`src/rtl/ap_batch_sequencer.sv`:
```
// ap_batch_sequencer
//   Host-side job sequencer for the associative processor. One job does this:
//   clear every AP bank, stream CELL_QUANT operand pairs into columns A and B,
//   run a single AP command, wait for the compute-complete interrupt, and
//   stream column C back out.
//
// Ports
//   CLK100MHZ, rst            clock, asynchronous active-high reset
//   start, cmd                job request (sampled only in IDLE) and opcode
//   busy, done, error         job status; error is only meaningful with done
//   s_valid/s_ready/s_data_*  operand pair stream (one pair per row)
//   m_valid/m_ready/m_data    result stream, m_last marks row CELL_QUANT-1
//   ap_*                      AP control/data bus, ap_data_out and
//                             ap_state_irq come back from the AP
module ap_batch_sequencer #(
    parameter int WORD_SIZE  = 8,
    parameter int CELL_QUANT = 512,
    parameter int NUM_BANKS  = 2,
    parameter int READ_LAT   = 1,
    parameter int MAX_CMD    = 6,
    parameter int TIMEOUT    = 4096,
    localparam int AW = (CELL_QUANT > 1) ? $clog2(CELL_QUANT) : 1
) (
    input  logic                 CLK100MHZ,
    input  logic                 rst,
    input  logic                 start,
    input  logic [2:0]           cmd,
    output logic                 busy,
    output logic                 done,
    output logic                 error,
    input  logic                 s_valid,
    output logic                 s_ready,
    input  logic [WORD_SIZE-1:0] s_data_a,
    input  logic [WORD_SIZE-1:0] s_data_b,
    output logic                 m_valid,
    input  logic                 m_ready,
    output logic [WORD_SIZE-1:0] m_data,
    output logic                 m_last,
    output logic [AW-1:0]        ap_addr,
    output logic [WORD_SIZE-1:0] ap_data,
    output logic                 ap_rst,
    output logic                 ap_mode,
    output logic [2:0]           ap_cmd,
    output logic [1:0]           ap_sel_col,
    output logic                 ap_sel_internal_col,
    output logic                 ap_write_en,
    output logic                 ap_read_en,
    input  logic [WORD_SIZE-1:0] ap_data_out,
    input  logic                 ap_state_irq
);

    localparam int BW = $clog2(NUM_BANKS + 1);
    localparam int TW = $clog2(TIMEOUT + 1);
    localparam int LW = $clog2(READ_LAT + 1);

    localparam logic [AW-1:0] LAST_ROW  = AW'(CELL_QUANT - 1);
    localparam logic [BW-1:0] BANK_END  = BW'(NUM_BANKS);
    localparam logic [TW-1:0] TMO_LAST  = TW'(TIMEOUT - 1);
    localparam logic [LW-1:0] LAT_LAST  = LW'(READ_LAT - 1);
    // cmd is only 3 bits, so any limit above 8 accepts every opcode
    localparam logic [3:0]    CMD_LIMIT = (MAX_CMD > 8) ? 4'd8 : 4'(MAX_CMD);

    typedef enum logic [3:0] {
        IDLE, CLEAR, LD_WAIT, WR_A, WR_B, COMPUTE, RD_ISSUE, RD_WAIT, RD_HOLD, FIN
    } state_t;

    state_t state, state_nx;

    logic [AW-1:0]        row;
    logic [BW-1:0]        bank;
    logic [TW-1:0]        tmo_cnt;
    logic [LW-1:0]        lat_cnt;
    logic [2:0]           cmd_q;
    logic [WORD_SIZE-1:0] a_q, b_q, m_data_q;
    logic                 irq_p1;
    logic                 rej_q;
    logic                 err_q;

    logic cmd_ok, irq_rise, bank_clr, tmo_hit, lat_hit, last_row;

    assign cmd_ok   = ({1'b0, cmd} < CMD_LIMIT);
    // Edge against the previous cycle's level, so an irq that is already high
    // when COMPUTE is entered does not count as completion.
    assign irq_rise = ap_state_irq & ~irq_p1;
    assign bank_clr = (state == CLEAR) && (bank != BANK_END);
    assign tmo_hit  = (tmo_cnt == TMO_LAST);
    assign lat_hit  = (lat_cnt == LAT_LAST);
    assign last_row = (row == LAST_ROW);

    always_ff @(posedge CLK100MHZ or posedge rst) begin
        if (rst) begin
            state    <= IDLE;
            row      <= '0;
            bank     <= '0;
            tmo_cnt  <= '0;
            lat_cnt  <= '0;
            cmd_q    <= '0;
            irq_p1   <= 1'b0;
            rej_q    <= 1'b0;
            err_q    <= 1'b0;
            m_data_q <= '0;
        end else begin
            state  <= state_nx;
            irq_p1 <= ap_state_irq;
            rej_q  <= (state == IDLE) && start && !cmd_ok;
            case (state)
                IDLE: begin
                    if (start && cmd_ok) begin
                        cmd_q <= cmd;
                        bank  <= '0;
                        row   <= '0;
                        err_q <= 1'b0;
                    end
                end
                CLEAR: begin
                    if (bank != BANK_END) bank <= bank + BW'(1);
                end
                WR_B: begin
                    tmo_cnt <= '0;
                    if (!last_row) row <= row + AW'(1);
                end
                COMPUTE: begin
                    tmo_cnt <= tmo_cnt + TW'(1);
                    if (irq_rise) row <= '0;
                    else if (tmo_hit) err_q <= 1'b1;
                end
                RD_ISSUE: lat_cnt <= '0;
                RD_WAIT: begin
                    lat_cnt <= lat_cnt + LW'(1);
                    if (lat_hit) m_data_q <= ap_data_out;
                end
                RD_HOLD: begin
                    if (m_ready && !last_row) row <= row + AW'(1);
                end
                default: ;
            endcase
        end
    end

    // Operand pair holding registers: pure data, no reset needed.
    always_ff @(posedge CLK100MHZ) begin
        if (state == LD_WAIT && s_valid) begin
            a_q <= s_data_a;
            b_q <= s_data_b;
        end
    end

    always_comb begin
        state_nx            = state;
        busy                = (state != IDLE);
        done                = rej_q;
        error               = rej_q;
        s_ready             = 1'b0;
        m_valid             = 1'b0;
        m_last              = 1'b0;
        m_data              = m_data_q;
        ap_addr             = '0;
        ap_data             = '0;
        ap_rst              = rst | bank_clr;
        ap_mode             = 1'b0;
        ap_cmd              = 3'd0;
        ap_sel_col          = 2'd0;
        ap_sel_internal_col = bank_clr ? bank[0] : 1'b0;
        ap_write_en         = 1'b0;
        ap_read_en          = 1'b0;
        case (state)
            IDLE: begin
                if (start && cmd_ok) state_nx = CLEAR;
            end
            CLEAR: begin
                if (bank == BANK_END) state_nx = LD_WAIT;
            end
            LD_WAIT: begin
                s_ready = 1'b1;
                if (s_valid) state_nx = WR_A;
            end
            WR_A: begin
                ap_write_en = 1'b1;
                ap_sel_col  = 2'd0;
                ap_data     = a_q;
                ap_addr     = row;
                state_nx    = WR_B;
            end
            WR_B: begin
                ap_write_en = 1'b1;
                ap_sel_col  = 2'd1;
                ap_data     = b_q;
                ap_addr     = row;
                state_nx    = last_row ? COMPUTE : LD_WAIT;
            end
            COMPUTE: begin
                ap_mode = 1'b1;
                ap_cmd  = cmd_q;
                if (irq_rise) state_nx = RD_ISSUE;
                else if (tmo_hit) state_nx = FIN;
            end
            RD_ISSUE: begin
                ap_read_en = 1'b1;
                ap_sel_col = 2'd2;
                ap_addr    = row;
                state_nx   = RD_WAIT;
            end
            RD_WAIT: begin
                if (lat_hit) state_nx = RD_HOLD;
            end
            RD_HOLD: begin
                m_valid = 1'b1;
                m_last  = last_row;
                if (m_ready) state_nx = last_row ? FIN : RD_ISSUE;
            end
            FIN: begin
                done     = 1'b1;
                error    = err_q;
                state_nx = IDLE;
            end
            default: state_nx = IDLE;
        endcase
    end

endmodule
```
`config.mk`:
```
export PLATFORM = sky130hd
export DESIGN_NAME = ap_batch_sequencer
export DESIGN_NICKNAME = d
export VERILOG_FILES = /design/src/rtl/ap_batch_sequencer.sv
export SDC_FILE = /design/constraint.sdc
export NUM_CORES = 1
export LEC_CHECK = 0
export CORE_MARGIN = 3
export CORE_UTILIZATION = 40
export CTS_BUF_LIST = sky130_fd_sc_hd__clkbuf_4
export DETAILED_ROUTE_END_ITERATION = 16
export GPL_ROUTABILITY_DRIVEN = 0
export PLACE_DENSITY = 0.68
export SLEW_MARGIN = 40
export SYNTH_ARGS = -nofsm -noshare
export SYNTH_HDL_FRONTEND = slang
export SYNTH_SLANG_ARGS = --single-unit
```
`constraint.sdc`:
```
create_clock -name CLK100MHZ -period 3.1 [get_ports CLK100MHZ]
set_input_delay 0.775 -clock CLK100MHZ [delete_from_list [all_inputs] [get_ports CLK100MHZ]]
set_output_delay 0.775 -clock CLK100MHZ [all_outputs]
set_load 0.05 [all_outputs]
```
==> flow_summary.toml <==
[power]
powerDensity_mw_per_mm2 = 823.4
power.leakage_nw = 1.801
power.total_mw = 3.583
peakVddDrop_mv = 0.7697

[synthesis]
syn_inst = 307
synthAdderAreaFrac = 0.01614
synth.area.mux_share = 0.03269
synth_enable_flop_cells = 16
synthSimpleGateAreaFrac = 0.2244
postSynthAreaPerCell_um2 = 10.10
synth_top_family_by_area = "simple AND/OR/NAND/NOR gates"
synthArstFlopShare = 0.7288
yosys_warnings = 0
synthTopCellsByArea = "dfrtp_1, edfxtp_1, o21ai_0"
ys_seq_area_frac = 0.5020
yosys_most_used_dff = "dfrtp_1"
yosysMostFrequentCell = "dfrtp_1"
synth_common_cells = "dfrtp_1, nand2_1, o21ai_0"
syn-cell-area_mm2 = 0.003100
synth-seq-cells = 59
ys_types = 53
synth_top_area_frac = 0.3471
synth_nets = 344
synth_top_cell_by_area = "dfrtp_1"
synth_compound_area_frac = 0.1735
synthXorXnorAreaFrac = 0.008475

[die]
rows = 31
die_h_um = 94.04
ioPinCount = 74
core_mm2 = 0.007370
initial_core_util = 0.4207
die_area_mm2 = 0.008844
die_x_um = 94.04

[timing]
rsz0062_at_grt = "false"
fin_ws_ns = 0.1384
fin_crit_ns = 2.962
fin_crit_sh = 0.9553
finalMaxSlewViolations = 0
worst_pin_slew_ns = 0.7318
max_freq_mhz = 337.7
max_slew_margin = 0.5121
skew_ns = 0.01731
setup_tns_ns = 0
setup_viol = 0
hold_viol = 0

[finish]
drive_gt1_frac = 0.2005
nets = 421
area_growth_pct = 40.35
num_antenna_cells = 0
fin_area_mm2 = 0.004352

[cts]
htreeDepth = 3
path_clk_slew_ns = 0.11
cts-buffers-inserted = 9
insertion_delay_ns = 0.42
cts_tree = "yes"
cts_max_path_buffers = 2
cts_sinks = 59
root_buffer = "clkbuf_4"

[place]
port_buffers = 73
pre_cts_ws_ns = 0.3860
postPlaceCellArea_mm2 = 0.004126
hpwl_um = 5399

[grt]
grt_max_degree = 44
grt_pass1_vias = 2595
grt_antenna_before_repair = 0
grt_remaining_overflow = 0
grt_first_pass_wirelength_um = 12630
grt_use_total = 0.1826

[status]
status = "finished, final reports clean"

[route]
met1Wirelength_um = 3327
dr_wl_met2_um = 3625
drt-initial-drc-count = 231
vias = 2629
first_pass_iters = 4
routed_via_density = 5.387
drt-total-wl_um = 7508
post_drt_wl_per_cell_um = 15.39
wl_met3_um = 457
maxUsedRoutingLayer = "met4"
drc = 0
ant_nets = 0

[worst_setup_path]
crit_path_end_kind = "primary output"
critical_path.max_fanout = 6
crit_type = "reg2out"
worstPathArrival_ns = 2.19
required_ns = 2.32
critPathLaunchType = "flop"

[flow_run]
drv_cap = 0

[min_path]
min_path_type = "reg2reg"
==> kinds of logic (layout without fill, tap and decap cells) <==
logic type | after synthesis | after routing
and+or+nand+nor | 127 | 127
DFF | 59 | 59
xor gates and xnor gates | 3 | 3
buffers and inverters | 24 | 106
muxes | 9 | 9
AOI/OAI and AO/OA | 81 | 81
adders and majority gates | 4 | 4
==> per-stage QoR <==
stage | std cells | util | hold WS (ns)
2_1_floorplan | 307 | - | 0.4374
3_3_place_gp | 471 | 0.5599 | 0.4531
3_5_place_dp | 471 | 0.5599 | 0.4598
4_1_cts | 487 | 0.5862 | 0.4863
5_1_grt | 488 | 0.5905 | 0.5097
6_report | 488 | 0.5905 | 0.4809
==> power breakdown <==
| part | switching, mW | internal (mW) | total (mW) |
|---|---|---|---|
| Sequential | 0.135 | 0.962 | 1.10 |
| Clock | 0.315 | 0.413 | 0.728 |
| Combinational | 1.10 | 0.661 | 1.76 |
==> cell usage in the layout (no fill, tap or decap), types with 3 or more instances in the layout <==
cell | netlist | final
dfrtp_1 | 43 | 41
clkdlybuf4s50_1 | 0 | 40
nand2_1 | 31 | 31
o21ai_0 | 28 | 28
nor2_1 | 26 | 26
buf_12 | 0 | 25
nand3_1 | 16 | 16
edfxtp_1 | 16 | 16
buf_4 | 3 | 16
o31ai_1 | 12 | 12
and2_1 | 13 | 12
a22o_1 | 9 | 9
clkbuf_4 | 0 | 9
mux2_1 | 8 | 8
a21oi_1 | 8 | 7
and3_1 | 7 | 7
inv_1 | 7 | 7
nor3_1 | 6 | 6
nor2b_1 | 5 | 5
nand4_1 | 4 | 4
a31oi_1 | 4 | 4
o21ai_1 | 4 | 4
nand2b_1 | 5 | 4
xor2_1 | 3 | 3
ha_1 | 4 | 3
bufinv_16 | 0 | 3
==> flip-flops by register name (all words and copies together), names as in the netlist <==
signal and cells:
a_q 8, bank 2, lat_cnt 1, cmd_q 3, m_data 8, state 4, rej_q 1, row 9
b_q 8, irq_p1 1, err_q 1, tmo_cnt 13
==> area by class of cell <==
type	instances	area [µm²]
Clock buffer	9	67.56
Fill cell	619	3018
Inverter	9	33.78
Clock inverter	7	123.9
Tap cell	99	123.9
Multi-Input combinational cell	224	1423
Sequential cell	59	1559
Timing Repair Buffer	81	1021
==> routing by layer <==
metal | GRT usage | vias up
li1 | - | 1274
met1 | 0.2418 | 1267
met2 | 0.2833 | 77
met3 | 0.04968 | 11
met4 | 0.07341 | 0
met5 | 0 | -
==> worst paths after layout <==
path                                from  cells past startpoint  slack (ns)       end
worst max-delay path              row[0]                      7        0.14    m_last
worst min-delay path            cmd_q[0]                      2        0.48  cmd_q[0]
worst max register to register    row[0]                     10        0.58    row[7]
worst min register to register  cmd_q[0]                      2        0.48  cmd_q[0]
max in group asynchronous            rst                      3        1.85  state[2]
min in group asynchronous            rst                      3        0.84  cmd_q[0]
==> timing repair <==
action	4_1_cts	5_1_grt
resized for setup	1	5
hold buffers	0	0
setup endpoints to repair	1	18
pin swaps	0	1
setup buffers	0	1
==> critical path: stages (launching register included) <==
cell	delay [ns]
dfrtp_1	0.44
ha_1	0.22
nand3_1	0.17
nor2_1	0.18
and3_1	0.19
ha_2	0.24
and2_4	0.19
buf_12	0.13
Power figures use the tool's default switching activity.
